<file path="src/rtl/sysid_pkg.sv">
// Shared constants for the system-ID slave: word addresses, register count and CAPS layout.
package sysid_pkg;

  localparam logic [2:0] SYSID_A_ID     = 3'd0;
  localparam logic [2:0] SYSID_A_TSTAMP = 3'd1;
  localparam logic [2:0] SYSID_A_CAPS   = 3'd2;
  localparam logic [2:0] SYSID_A_SCR    = 3'd3;
  localparam logic [2:0] SYSID_A_UP_LO  = 3'd4;
  localparam logic [2:0] SYSID_A_UP_HI  = 3'd5;

  localparam int SYSID_NUM_REGS = 8;

  localparam int CAPS_NREGS_LSB  = 24;
  localparam int CAPS_UPTIME_BIT = 16;
  localparam int CAPS_VER_LSB    = 0;

  // CAPS is always 32 bits wide; wider buses zero-extend it.
  function automatic logic [31:0] caps_word(input logic [15:0] ver, input logic uptime_built);
    logic [31:0] w;
    w = '0;
    w[CAPS_NREGS_LSB +: 8]  = 8'(SYSID_NUM_REGS);
    w[CAPS_UPTIME_BIT]      = uptime_built;
    w[CAPS_VER_LSB +: 16]   = ver;
    return w;
  endfunction

endpackage

</file>
<file path="src/rtl/sysid_info_slave_if.sv">
// Avalon-MM slave bus for the system-ID block: fixed-latency reads, no waitrequest.
// Handshake: a read is accepted on every edge where read=1; readdatavalid is high for exactly
// one cycle one clock later with readdata. A write takes effect on its edge unless read is also high.
interface sysid_info_slave_if #(
  parameter int DATA_W = 32
);
  logic [2:0]        address;
  logic              read;
  logic              write;
  logic [DATA_W-1:0] writedata;
  logic [DATA_W-1:0] readdata;
  logic              readdatavalid;

  modport master (
    output address, read, write, writedata,
    input  readdata, readdatavalid
  );

  modport slave (
    input  address, read, write, writedata,
    output readdata, readdatavalid
  );
endinterface

</file>
<file path="src/rtl/sysid_uptime_counter.sv">
// Prescaled 2*DATA_W uptime counter with a HI-half snapshot for coherent split reads.
// Only instantiated when SYSID_UPTIME_EN is defined.
module sysid_uptime_counter #(
  parameter int DATA_W   = 32,
  parameter int TICK_DIV = 1
) (
  input  logic              clock,
  input  logic              reset_n,
  input  logic              i_clear,
  input  logic              i_snap,
  output logic [DATA_W-1:0] o_lo,
  output logic [DATA_W-1:0] o_snap_hi
);

  localparam int PW = (TICK_DIV > 1) ? $clog2(TICK_DIV) : 1;

  logic [PW-1:0]         r_presc;
  logic [2*DATA_W-1:0]   r_count;
  logic [DATA_W-1:0]     r_snap;
  logic                  w_tick;

  assign w_tick = (r_presc == PW'(TICK_DIV - 1));

  // Clear beats a coincident tick; the counter wraps silently.
  always_ff @(posedge clock) begin
    if (!reset_n) begin
      r_presc <= '0;
      r_count <= '0;
    end else if (i_clear) begin
      r_presc <= '0;
      r_count <= '0;
    end else begin
      r_presc <= w_tick ? '0 : r_presc + PW'(1);
      if (w_tick) r_count <= r_count + 1'b1;
    end
  end

  // Snapshot captures the pre-edge HI on the same edge the LO half is read.
  always_ff @(posedge clock) begin
    if (!reset_n)    r_snap <= '0;
    else if (i_snap) r_snap <= r_count[2*DATA_W-1:DATA_W];
  end

  assign o_lo      = r_count[DATA_W-1:0];
  assign o_snap_hi = r_snap;

endmodule

</file>
<file path="src/rtl/sysid_info_slave.sv">
// Avalon-MM system-ID slave: 8-word map, scratch word, registered read path with readdatavalid.
// Define SYSID_UPTIME_EN to build the uptime counter (UP_LO/UP_HI, CAPS[16]=1).
module sysid_info_slave
  import sysid_pkg::*;
#(
  parameter int          DATA_W      = 32,
  parameter logic [31:0] SYSTEM_ID   = 32'h0,
  parameter logic [31:0] TIMESTAMP   = 32'h0,
  parameter logic [15:0] HW_VERSION  = 16'h0002,
  parameter logic [DATA_W-1:0] SCRATCH_RST = '0,
  parameter int          TICK_DIV    = 1
) (
  input  logic                clock,
  input  logic                reset_n,
  sysid_info_slave_if.slave   bus
);

`ifdef SYSID_UPTIME_EN
  localparam logic UPTIME_BUILT = 1'b1;
`else
  localparam logic UPTIME_BUILT = 1'b0;
`endif

  logic [DATA_W-1:0] r_scratch;
  logic [DATA_W-1:0] r_readdata;
  logic              r_rdv;
  logic [DATA_W-1:0] w_rdata;
  logic [DATA_W-1:0] w_up_lo;
  logic [DATA_W-1:0] w_up_hi;
  logic              w_rd;
  logic              w_wr;

  // A read in the same cycle as a write wins; the write is dropped.
  assign w_rd = bus.read;
  assign w_wr = bus.write & ~bus.read;

`ifdef SYSID_UPTIME_EN
  logic w_up_clear;
  logic w_up_snap;

  assign w_up_clear = w_wr && (bus.address == SYSID_A_UP_LO);
  assign w_up_snap  = w_rd && (bus.address == SYSID_A_UP_LO);

  sysid_uptime_counter #(
    .DATA_W   (DATA_W),
    .TICK_DIV (TICK_DIV)
  ) u_uptime (
    .clock     (clock),
    .reset_n   (reset_n),
    .i_clear   (w_up_clear),
    .i_snap    (w_up_snap),
    .o_lo      (w_up_lo),
    .o_snap_hi (w_up_hi)
  );
`else
  assign w_up_lo = '0;
  assign w_up_hi = '0;
`endif

  always_comb begin
    w_rdata = '0;
    case (bus.address)
      SYSID_A_ID:     w_rdata = DATA_W'(SYSTEM_ID);
      SYSID_A_TSTAMP: w_rdata = DATA_W'(TIMESTAMP);
      SYSID_A_CAPS:   w_rdata = DATA_W'(caps_word(HW_VERSION, UPTIME_BUILT));
      SYSID_A_SCR:    w_rdata = r_scratch;
      SYSID_A_UP_LO:  w_rdata = w_up_lo;
      SYSID_A_UP_HI:  w_rdata = w_up_hi;
      default:        w_rdata = '0;
    endcase
  end

  always_ff @(posedge clock) begin
    if (!reset_n)                                  r_scratch <= SCRATCH_RST;
    else if (w_wr && bus.address == SYSID_A_SCR)   r_scratch <= bus.writedata;
  end

  // readdata only moves on an accepted read so it holds between transfers.
  always_ff @(posedge clock) begin
    if (!reset_n) begin
      r_readdata <= '0;
      r_rdv      <= 1'b0;
    end else begin
      r_rdv <= w_rd;
      if (w_rd) r_readdata <= w_rdata;
    end
  end

  assign bus.readdata      = r_readdata;
  assign bus.readdatavalid = r_rdv;

endmodule

</file>
<file path="src/flat_wrapper.sv">
// flat-port wrapper written by rule: the top's interface ports become plain ports
module sysid_info_slave_flat import sysid_pkg::*;
#(
  parameter int          DATA_W      = 32,
  parameter logic [31:0] SYSTEM_ID   = 32'h0,
  parameter logic [31:0] TIMESTAMP   = 32'h0,
  parameter logic [15:0] HW_VERSION  = 16'h0002,
  parameter logic [DATA_W-1:0] SCRATCH_RST = '0,
  parameter int          TICK_DIV    = 1
)
  (clock, reset_n, bus_address, bus_read, bus_write, bus_writedata, bus_readdata, bus_readdatavalid);
  sysid_info_slave_if #(.DATA_W(DATA_W)) bus_i ();
  input  logic clock;
  input  logic reset_n;
  input wire logic [$bits(bus_i.address)-1:0] bus_address;
  input wire logic [$bits(bus_i.read)-1:0] bus_read;
  input wire logic [$bits(bus_i.write)-1:0] bus_write;
  input wire logic [$bits(bus_i.writedata)-1:0] bus_writedata;
  output wire logic [$bits(bus_i.readdata)-1:0] bus_readdata;
  output wire logic [$bits(bus_i.readdatavalid)-1:0] bus_readdatavalid;
  assign bus_i.address = bus_address;
  assign bus_i.read = bus_read;
  assign bus_i.write = bus_write;
  assign bus_i.writedata = bus_writedata;
  assign bus_readdata = bus_i.readdata;
  assign bus_readdatavalid = bus_i.readdatavalid;
  sysid_info_slave #(.DATA_W(DATA_W), .SYSTEM_ID(SYSTEM_ID), .TIMESTAMP(TIMESTAMP), .HW_VERSION(HW_VERSION), .SCRATCH_RST(SCRATCH_RST), .TICK_DIV(TICK_DIV)) u_core (.clock(clock), .reset_n(reset_n), .bus(bus_i));
endmodule
</file>
<file path="config.mk">
export PLATFORM = sky130hd
export DESIGN_NAME = sysid_info_slave_flat
export DESIGN_NICKNAME = d
export VERILOG_FILES = /design/src/rtl/sysid_pkg.sv /design/src/rtl/sysid_info_slave_if.sv /design/src/rtl/sysid_uptime_counter.sv /design/src/rtl/sysid_info_slave.sv /design/src/flat_wrapper.sv
export SDC_FILE = /design/constraint.sdc
export NUM_CORES = 1
export LEC_CHECK = 0
export BUFFER_PORTS_ARGS = -buffer_cell sky130_fd_sc_hd__buf_2
export CAP_MARGIN = 0
export CORE_UTILIZATION = 50
export CTS_CLUSTER_DIAMETER = 120
export DETAILED_ROUTE_END_ITERATION = 8
export PLACE_DENSITY = 0.77
export RECOVER_POWER = 100
export SLEW_MARGIN = 10
export SYNTH_ARGS = -nofsm -noshare
export SYNTH_HDL_FRONTEND = slang
export SYNTH_SLANG_ARGS = --single-unit
export TNS_END_PERCENT = 50
</file>
<file path="constraint.sdc">
create_clock -name clock -period 1.05 [get_ports clock]
set_clock_uncertainty 0.1 [all_clocks]
set_input_delay 0.0525 -clock clock [delete_from_list [all_inputs] [get_ports clock]]
set_output_delay 0.0525 -clock clock [all_outputs]
set_load 0.02 [all_outputs]
</file>
# Word level (Yosys, flattened, before mapping)
# Cells that the tools add are included.
dict set report totals {
  reg_bits 65
  input_bits 39
  out_inout_bits 33
  word_cells 9
}
dict set report op_classes {
  n_eq_ne 2
  n_mux 1
  n_bitwise 2
  n_reduce_logical 1
}
# op n
set ops {}
lappend ops {{one-hot mux 32 bit (2 select lines)} 1}
lappend ops {{== test 3 x 2 -> 1 bit (second input constant)} 2}
lappend ops {{AND 1 bit} 1}
lappend ops {{logical AND 1 bit} 1}
lappend ops {{NOT 1 bit} 1}

# Longest topological paths before layout
# Gate-level depths: netlist (run 1).
dict set report depth {
  word_depth 3
  ltp_mapped 5
  depth_no_buf 3
}

# Worst setup path before layout (run 1)
# OpenSTA, ideal clock, no wires.
dict set report synth_path {
  path_type {input port to flip-flop}
  start {input port bus_address[2]}
  end {register u_core.r_scratch[10]}
  setup_time_ps 72
  arrival_time_ps 805
  required_time_ps 878
  setup_slack_ps 73
  path_stages 4
  n_path_buf 1
  cell_sequence {nand4b_1 -> nor2_4 -> buf_8 -> mux2i_1}
}
dict set report synth_via {
  elab_chain_len 2
}
# element line_no
set synth_lines {}
lappend synth_lines {{start, declared} flat_wrapper.sv:15} ;# input wire logic [$bits(bus_i.address)-1:0] bus_address;
lappend synth_lines {{== test 3 x 2 -> 1 bit} sysid_info_slave.sv:75} ;# else if (w_wr && bus.address == SYSID_A_SCR) r_scratch <= bus.writedata;
lappend synth_lines {{logical AND 1 bit} sysid_info_slave.sv:75}
lappend synth_lines {{end signal, assigned} sysid_info_slave.sv:75}
lappend synth_lines {{end, declared} sysid_info_slave.sv:24} ;# logic [DATA_W-1:0] r_scratch;
# No other way between the ends.
# A chain may end at the register's enable or synchronous reset.

# Worst setup path after layout (run 1)
dict set report layout_path {
  start {register u_core.r_readdata[18], in the netlist u_core.bus.readdata[18]}
  end {output port bus_readdata[18]}
}
# element line_no
set layout_lines {}
lappend layout_lines {{start, declared} sysid_info_slave.sv:25} ;# logic [DATA_W-1:0] r_readdata;
lappend layout_lines {{start signal, assigned} sysid_info_slave.sv:85} ;# if (w_rd) r_readdata <= w_rdata;
lappend layout_lines {{end, declared} flat_wrapper.sv:19} ;# output wire logic [$bits(bus_i.readdata)-1:0] bus_readdata;
# No word-level cell between the ends.

==> results of run 1 <==
[final cells by class]
| type | count | area (µm²) |
|---|---|---|
| fill | 356 | 1310 |
| sequential | 65 | 1300 |
| multi-input combinational | 167 | 1010 |
| timing repair buffer | 115 | 816 |
| clock buffer | 14 | 183 |
| tap | 67 | 83.8 |
| clock inverter | 2 | 10.0 |
| inverter | 2 | 7.51 |
[registers in the layout, summed over array words and instances, names as in the netlist]
signal / cells
u_core.bus.readdata: 32
u_core.bus.readdatavalid: 1
u_core.r_scratch: 32
[report_power, final]
group	internal, mW	leakage (nW)	switching (mW)
sequential	2.49	0.524	0.00635
combinational	0.215	0.766	0.169
clock	1.11	0.102	0.907
total	3.81	1.39	1.08
[final timing paths]
path,startpoint,to,slack [ns]
max,u_core.bus.readdata[18],bus_readdata[18],0.02
min,bus_read,u_core.bus.readdatavalid,0.06
max reg2reg,u_core.bus.readdata[27],u_core.bus.readdata[27],0.23
min reg2reg,u_core.r_scratch[1],u_core.r_scratch[1],0.36
[cells in the final DEF, fill, tap and decap left out]
master,synthesis,layout
buf_4,0,7
nor2_1,0,1
clkinv_2,0,2
clkbuf_2,0,25
buf_2,6,43
clkbuf_4,0,2
buf_12,0,4
clkbuf_1,11,3
nor2b_1,2,2
a21oi_1,2,2
dfxtp_1,65,65
nand4b_1,2,2
nand3b_1,31,31
dlygate4sd3_1,0,32
nand2_1,64,64
and2_1,1,1
inv_1,2,2
clkbuf_8,0,13
o21a_1,2,2
mux2i_1,32,32
o21ai_0,30,30
[layer usage]
layer	vias up	global-route usage [%]	routed length [µm]
met5	-	0	0
met4	0	12.2	121
met3	10	8.33	309
li1	1069	-	-
met2	63	36.8	2700
met1	980	25.6	2330
[timing repair]
item	4_1_cts	5_1_grt
endpoints found under the hold margin	32	0
gates resized for setup	0	5
hold buffers	32	0
setup endpoints to repair	0	4
[cells by family after synthesis]
kind of cell,count (synthesis),synth area share (%)
mux,32,13.1
buf+inv,23,5.51
simple gates,101,21.2
flops,65,53.1
compound gates,34,7.14
==> reports/results.txt, run 1 <==
Cells fill 72.2% of the core in the end. For this run, design rule violations remaining after detail routing come to 0. The flow ran to the end, and the final reports show no timing, DRC or antenna violations.

The cell area after technology mapping came out at 2450 µm². The number of gates on the worst path with buffers counted works out to 1. Number of global-route vias before repair: 1974. Ranked by total cell area, the synthesized netlist is headed by dfxtp_1, mux2i_1, nand2_1. The count of flip-flops with a built-in enable after synthesis works out to 0. Dividing total power by cell area gives a power density of 1430 nW/µm². The final hold violation count was 0; the number of warning messages in the yosys log was 0. Along the worst path, the maximum fanout reaches 2. The number of storage elements in the synthesis netlist came out at 65. Across the run, the number of max-cap violations was 0. The number of setup buffers added after CTS is 0. The category of the worst setup path capture point was a primary output. TritonCTS built the clock tree. The logs give 0 for the final setup violation count and 3.27 mm for the post-DP HPWL. The run gives 0 as the max-slew violation count. The run gives 0.706 as the global placer's final weighted congestion. The tools report the total number of H-tree levels as 3. The slowest stage of the critical path is the dfxtp_1 cell. The total instance count after detailed placement is 384. Timing analysis after detailed placement gives a worst setup slack of -0.103 ns. Dividing the final minimum period by the clock period gives 97.8%.

Worst hold path class: input pin to register. The buffering stage count on the worst path with inverters included is 1. The tools report the number of standard cells after synthesis as 255. The tools report the post-layout worst setup margin as 0.0234 ns. The number of nets handed over by synthesis was 294. The area of the die is 5190 µm², and the core area is 4720 µm². The largest total area in the synthesized netlist belongs to dfxtp_1. The final-layout worst hold slack is 0.0608 ns, and the critical path's largest stage delay is 0.36 ns.

By count the netlist is led by dfxtp_1, nand2_1, mux2i_1. Clock-pin slew was measured on the worst setup and hold paths at 0.07 ns. The average instance in the mapped netlist occupies 9.62 µm².

Global routing used 22.5% of the available tracks across all layers. The slew at the pin with the worst max-slew slack is 0.587 ns, and the die width is 72.0 µm. Data on the critical path is required at its endpoint by 0.90 ns. The static power due to leakage came out at 1.39 nW. Area share of the largest cell type after synthesis: 53.1%.

The clock reaches the later pin of the worst-skew pair after 0.34 ns. The tools report the first-pass GRT wire length as 8.72 mm. The run gives 2 as the maximum buffer depth of the clock tree.

The maximum achievable frequency came out at 0.974 GHz. The critical path class was register to primary output. The tools report the number of non-filler instances in the completed layout as 432. The standard cell area after detailed placement was 2920 µm². The tree built by TritonCTS fans out to 65 sinks.

The relative slew slack is 60.9%. After floorplanning, the core was divided into 25 placement rows. The clock period could shrink to 1.03 ns. Input and output buffers added on the ports amount to 71. Flip-flop cell with the highest count after synthesis: dfxtp_1. The share of final-layout standard cells stronger than drive strength 1 came out at 26.3%.

The cell family contributing the most delay on the critical path is flip-flops. The root buffer cell chosen for the clock tree is clkbuf_8. Measured in cells, the most critical reg-to-reg path has a length of 2.

Setup TNS: 0 ns. For the count of boundary I/O pins, the log shows 72. Setup repair after global routing left no endpoint under its margin. The worst-case IR drop observed on VDD is 0.977 mV.

Wires add up to 5.46 mm. The data arrival time at the worst-slack endpoint is 0.87 ns. The number of instances on the worst hold path is 3. The post-synthesis to final-layout area growth was 39.0%; the total congestion overflow was 0.

The final route contains 2122 vias. The die is 72.0 µm tall. The first routing iteration left 90 violations.

For this run, the register share of the synthesized area comes to 53.1%. The repair_antennas step left the layout with diodes totalling 0. Total power for the finished layout comes to 4.89 mW.

The detail route stage leaves a number of antenna-violating nets equal to 0. Counting distinct cell types in the post-synthesis netlist gives 16. The dominant cell by count in the synthesized netlist is dfxtp_1. For the post-layout instance area, the log shows 3410 µm². The logs give 4 for the number of detailed-route iterations in the first pass and 51.9% for the effective utilization at floorplan. Entering global routing, the biggest net connects 37 pins. In the final design database the tool counted 399 nets. The total CTS buffers is 9. Traced cell by cell, the critical path runs through buf_2. The post-detailed-route via-to-cell ratio was 4.91. STA classifies the critical path startpoint as a register. The average detailed-routed wire length per instance is 12.6 µm, and the fraction of registers with async set or reset after synthesis is 0%.

The tools report the initial antenna violation count as 0.
No activity file was read; power rests on OpenSTA's default activity.
==> inputs of run 2 (changes only) <==
--- a/config.mk
+++ b/config.mk
@@ -5,12 +5,12 @@
 export SDC_FILE = /design/constraint.sdc
 export NUM_CORES = 1
 export LEC_CHECK = 0
-export BUFFER_PORTS_ARGS = -buffer_cell sky130_fd_sc_hd__buf_2
 export CAP_MARGIN = 0
 export CORE_UTILIZATION = 50
 export CTS_CLUSTER_DIAMETER = 120
 export DETAILED_ROUTE_END_ITERATION = 8
-export PLACE_DENSITY = 0.77
+export DONT_BUFFER_PORTS = 1
+export PLACE_DENSITY = 0.64
 export RECOVER_POWER = 100
 export SLEW_MARGIN = 10
 export SYNTH_ARGS = -nofsm -noshare
==> reports/results.txt, run 2 (synthesized netlist as in run 1, its figures left out) <==
Buffers inserted to repair hold after CTS numbered 33. Cell internal power was estimated by the tool at 3.83 mW. TritonCTS built the clock tree.

In this run the core area contains 25 standard-cell rows. The final setup violation count was 0; the overall routing resource usage was 20.3%. Traced cell by cell, the critical path runs through clkbuf_2. First-iteration detailed-routing DRC count: 93. The max-slew violation count came out at 0.

After global routing the overflow that remains totals 0. Critical path class: register to primary output. The average detailed-routed wire length per instance was 13.0 µm.

Worst hold path class: input pin to register. The category of cells accounting for the largest share of critical-path delay is flip-flops. The tools report the setup TNS as 0 ns. Most frequent standard cell in the layout excluding fill and tap cells: dfxtp_1. The logs give 1725 for the number of global-route vias before repair and 5190 µm² for the area of the die. The final-layout worst hold slack came out at -0.214 ns.

The startpoint type of the worst setup path is a register. The checks that failed: hold timing. The number of sinks driven by the clock tree was 65.

The tree is rooted in a clkbuf_8. The longest clock path from root to sink contains 2 buffers. After detailed routing, the number of remaining DRC violations is 0. Routability-driven placement finished with a final weighted congestion of 0.687. The number of antenna diodes in the final layout is 0. The largest individual stage delay along the critical path comes from the cell dfxtp_1. The die width is 72.0 µm, and the first-pass GRT wire length is 8.01 mm.

The tools report the total CTS buffers as 9. Combinational cells account for 4.4% of the total power. The count of nets left with antenna violations once routing finished came out at 0. The final hold violation count is 64, and the relative slew slack is 75.9%. Wires add up to 5.01 mm.

Clock latency on the worst-skew pair, taken at its later pin, is 0.32 ns. The final critical path takes up 94.0% of the cycle. After clock tree synthesis, the clock-pin slew on the worst setup and hold paths is 0.06 ns. In the layout the commonest cells are dfxtp_1, nand2_1, dlygate4sd3_1, mux2i_1, nand3b_1. For this configuration, the core starts out at a cell density of 51.9%.

Net switching is 19.9% of the power. In the final layout, the share of cells above drive strength 1 is 15.8%. Before antenna repair, the detailed router went through 4 iterations.

The initial antenna violation count was 0. At the pin with the least slew margin, the transition time is 0.361 ns. The final critical-path required period was 0.987 ns; the share of power burned in the clock network was 43.4%.

The total number of H-tree levels came out at 3. The biggest fanout along the worst timing path came out at 2. Setup repair after global routing left no endpoint under its margin.

The number of nets in the finished design is 352, and the power per cell area is 1520 nW/µm². In this run the standard cell core region covers 4720 µm². IR analysis of the VDD net gives a maximum drop of 0.946 mV. The tools report the maximum number of pins on one net before global-route repair as 98. Static timing analysis puts the maximum clock frequency at 1.01 GHz. Net switching power figure: 0.949 mW. Using the TritonRoute via totals, the vias-per-cell ratio works out to 5.03. The data arrival time at the worst-slack endpoint is 0.83 ns, and the fraction of power consumed by sequential logic is 52.2%.

The buffering stage count on the worst path with inverters included works out to 1. The critical path's largest stage delay was 0.34 ns; the count of boundary I/O pins was 72. The post-synthesis to final-layout area growth works out to 28.0%.

The number of buffers added for setup after CTS is 0, and the post-DP HPWL is 2.72 mm. Once the clock tree was built, the resizer swapped 0 gates to a different size. Category of the worst setup path capture point: a primary output.

The number of I/O port buffers came out at 0. The analysis attributes to cell leakage a power of 1.19 nW. For this block, the via count after detailed routing is 1930.

The height of the die was 72.0 µm. Cells fill 66.5% of the core in the end. The max-cap check violation count came out at 0. The flow ran to the end, but the final reports show violations.

STA puts the critical path data required time at 0.90 ns.
-- run 2: through the flow --
| step | setup WS, ns | std cells | area (µm²) | power (mW) |
|---|---|---|---|---|
| after floorplan | 0.0731 | 255 | 2450 | 2.71 |
| after global placement | 0.0470 | 336 | 2700 | 2.67 |
| after detailed placement | 0.0315 | 336 | 2700 | 2.67 |
| after CTS | 0.0766 | 384 | 3220 | 4.83 |
| after global routing | 0.0186 | 384 | 3140 | 4.94 |
| final | 0.0628 | 384 | 3140 | 4.78 |
-- run 2: layout make-up --
cell class / instances / area (µm²)
flip-flops and latches: 65 / 1300
inverters: 2 / 7.51
well taps: 67 / 83.8
clock buffers: 12 / 155
clock inverters: 3 / 40.0
fillers: 411 / 1580
multi-input cells: 167 / 1020
repair buffers: 68 / 536
-- run 2: final timing paths --
| path | to | slack (ns) | start | cells after the start |
|---|---|---|---|---|
| hold reg to reg | u_core.r_scratch[13] | 0.36 | u_core.r_scratch[13] | 2 |
| hold / removal | u_core.bus.readdata[27] | -0.21 | reset_n | 1 |
| setup reg to reg | u_core.bus.readdata[1] | 0.25 | u_core.bus.readdata[1] | 2 |
| setup / recovery | bus_readdata[24] | 0.06 | u_core.bus.readdata[24] | 1 |
-- run 2: power by group through the flow --
stage	combinational, mW	sequential, mW	clock [mW]
after floorplan	0.158	2.55	0
after global placement	0.117	2.55	0
after detailed placement	0.117	2.55	0
after CTS	0.215	2.49	2.12
after global routing	0.230	2.49	2.21
final	0.212	2.49	2.08
-- run 2: layer usage --
layer / global-route usage (%) / share of wire, % / vias to the layer above
met3: 5.14 / 3.9 / 7
met4: 9.80 / 1.4 / 0
met2: 32.4 / 49 / 53
met1: 25.7 / 46 / 899
li1: - / - / 971
met5: 0 / 0 / -
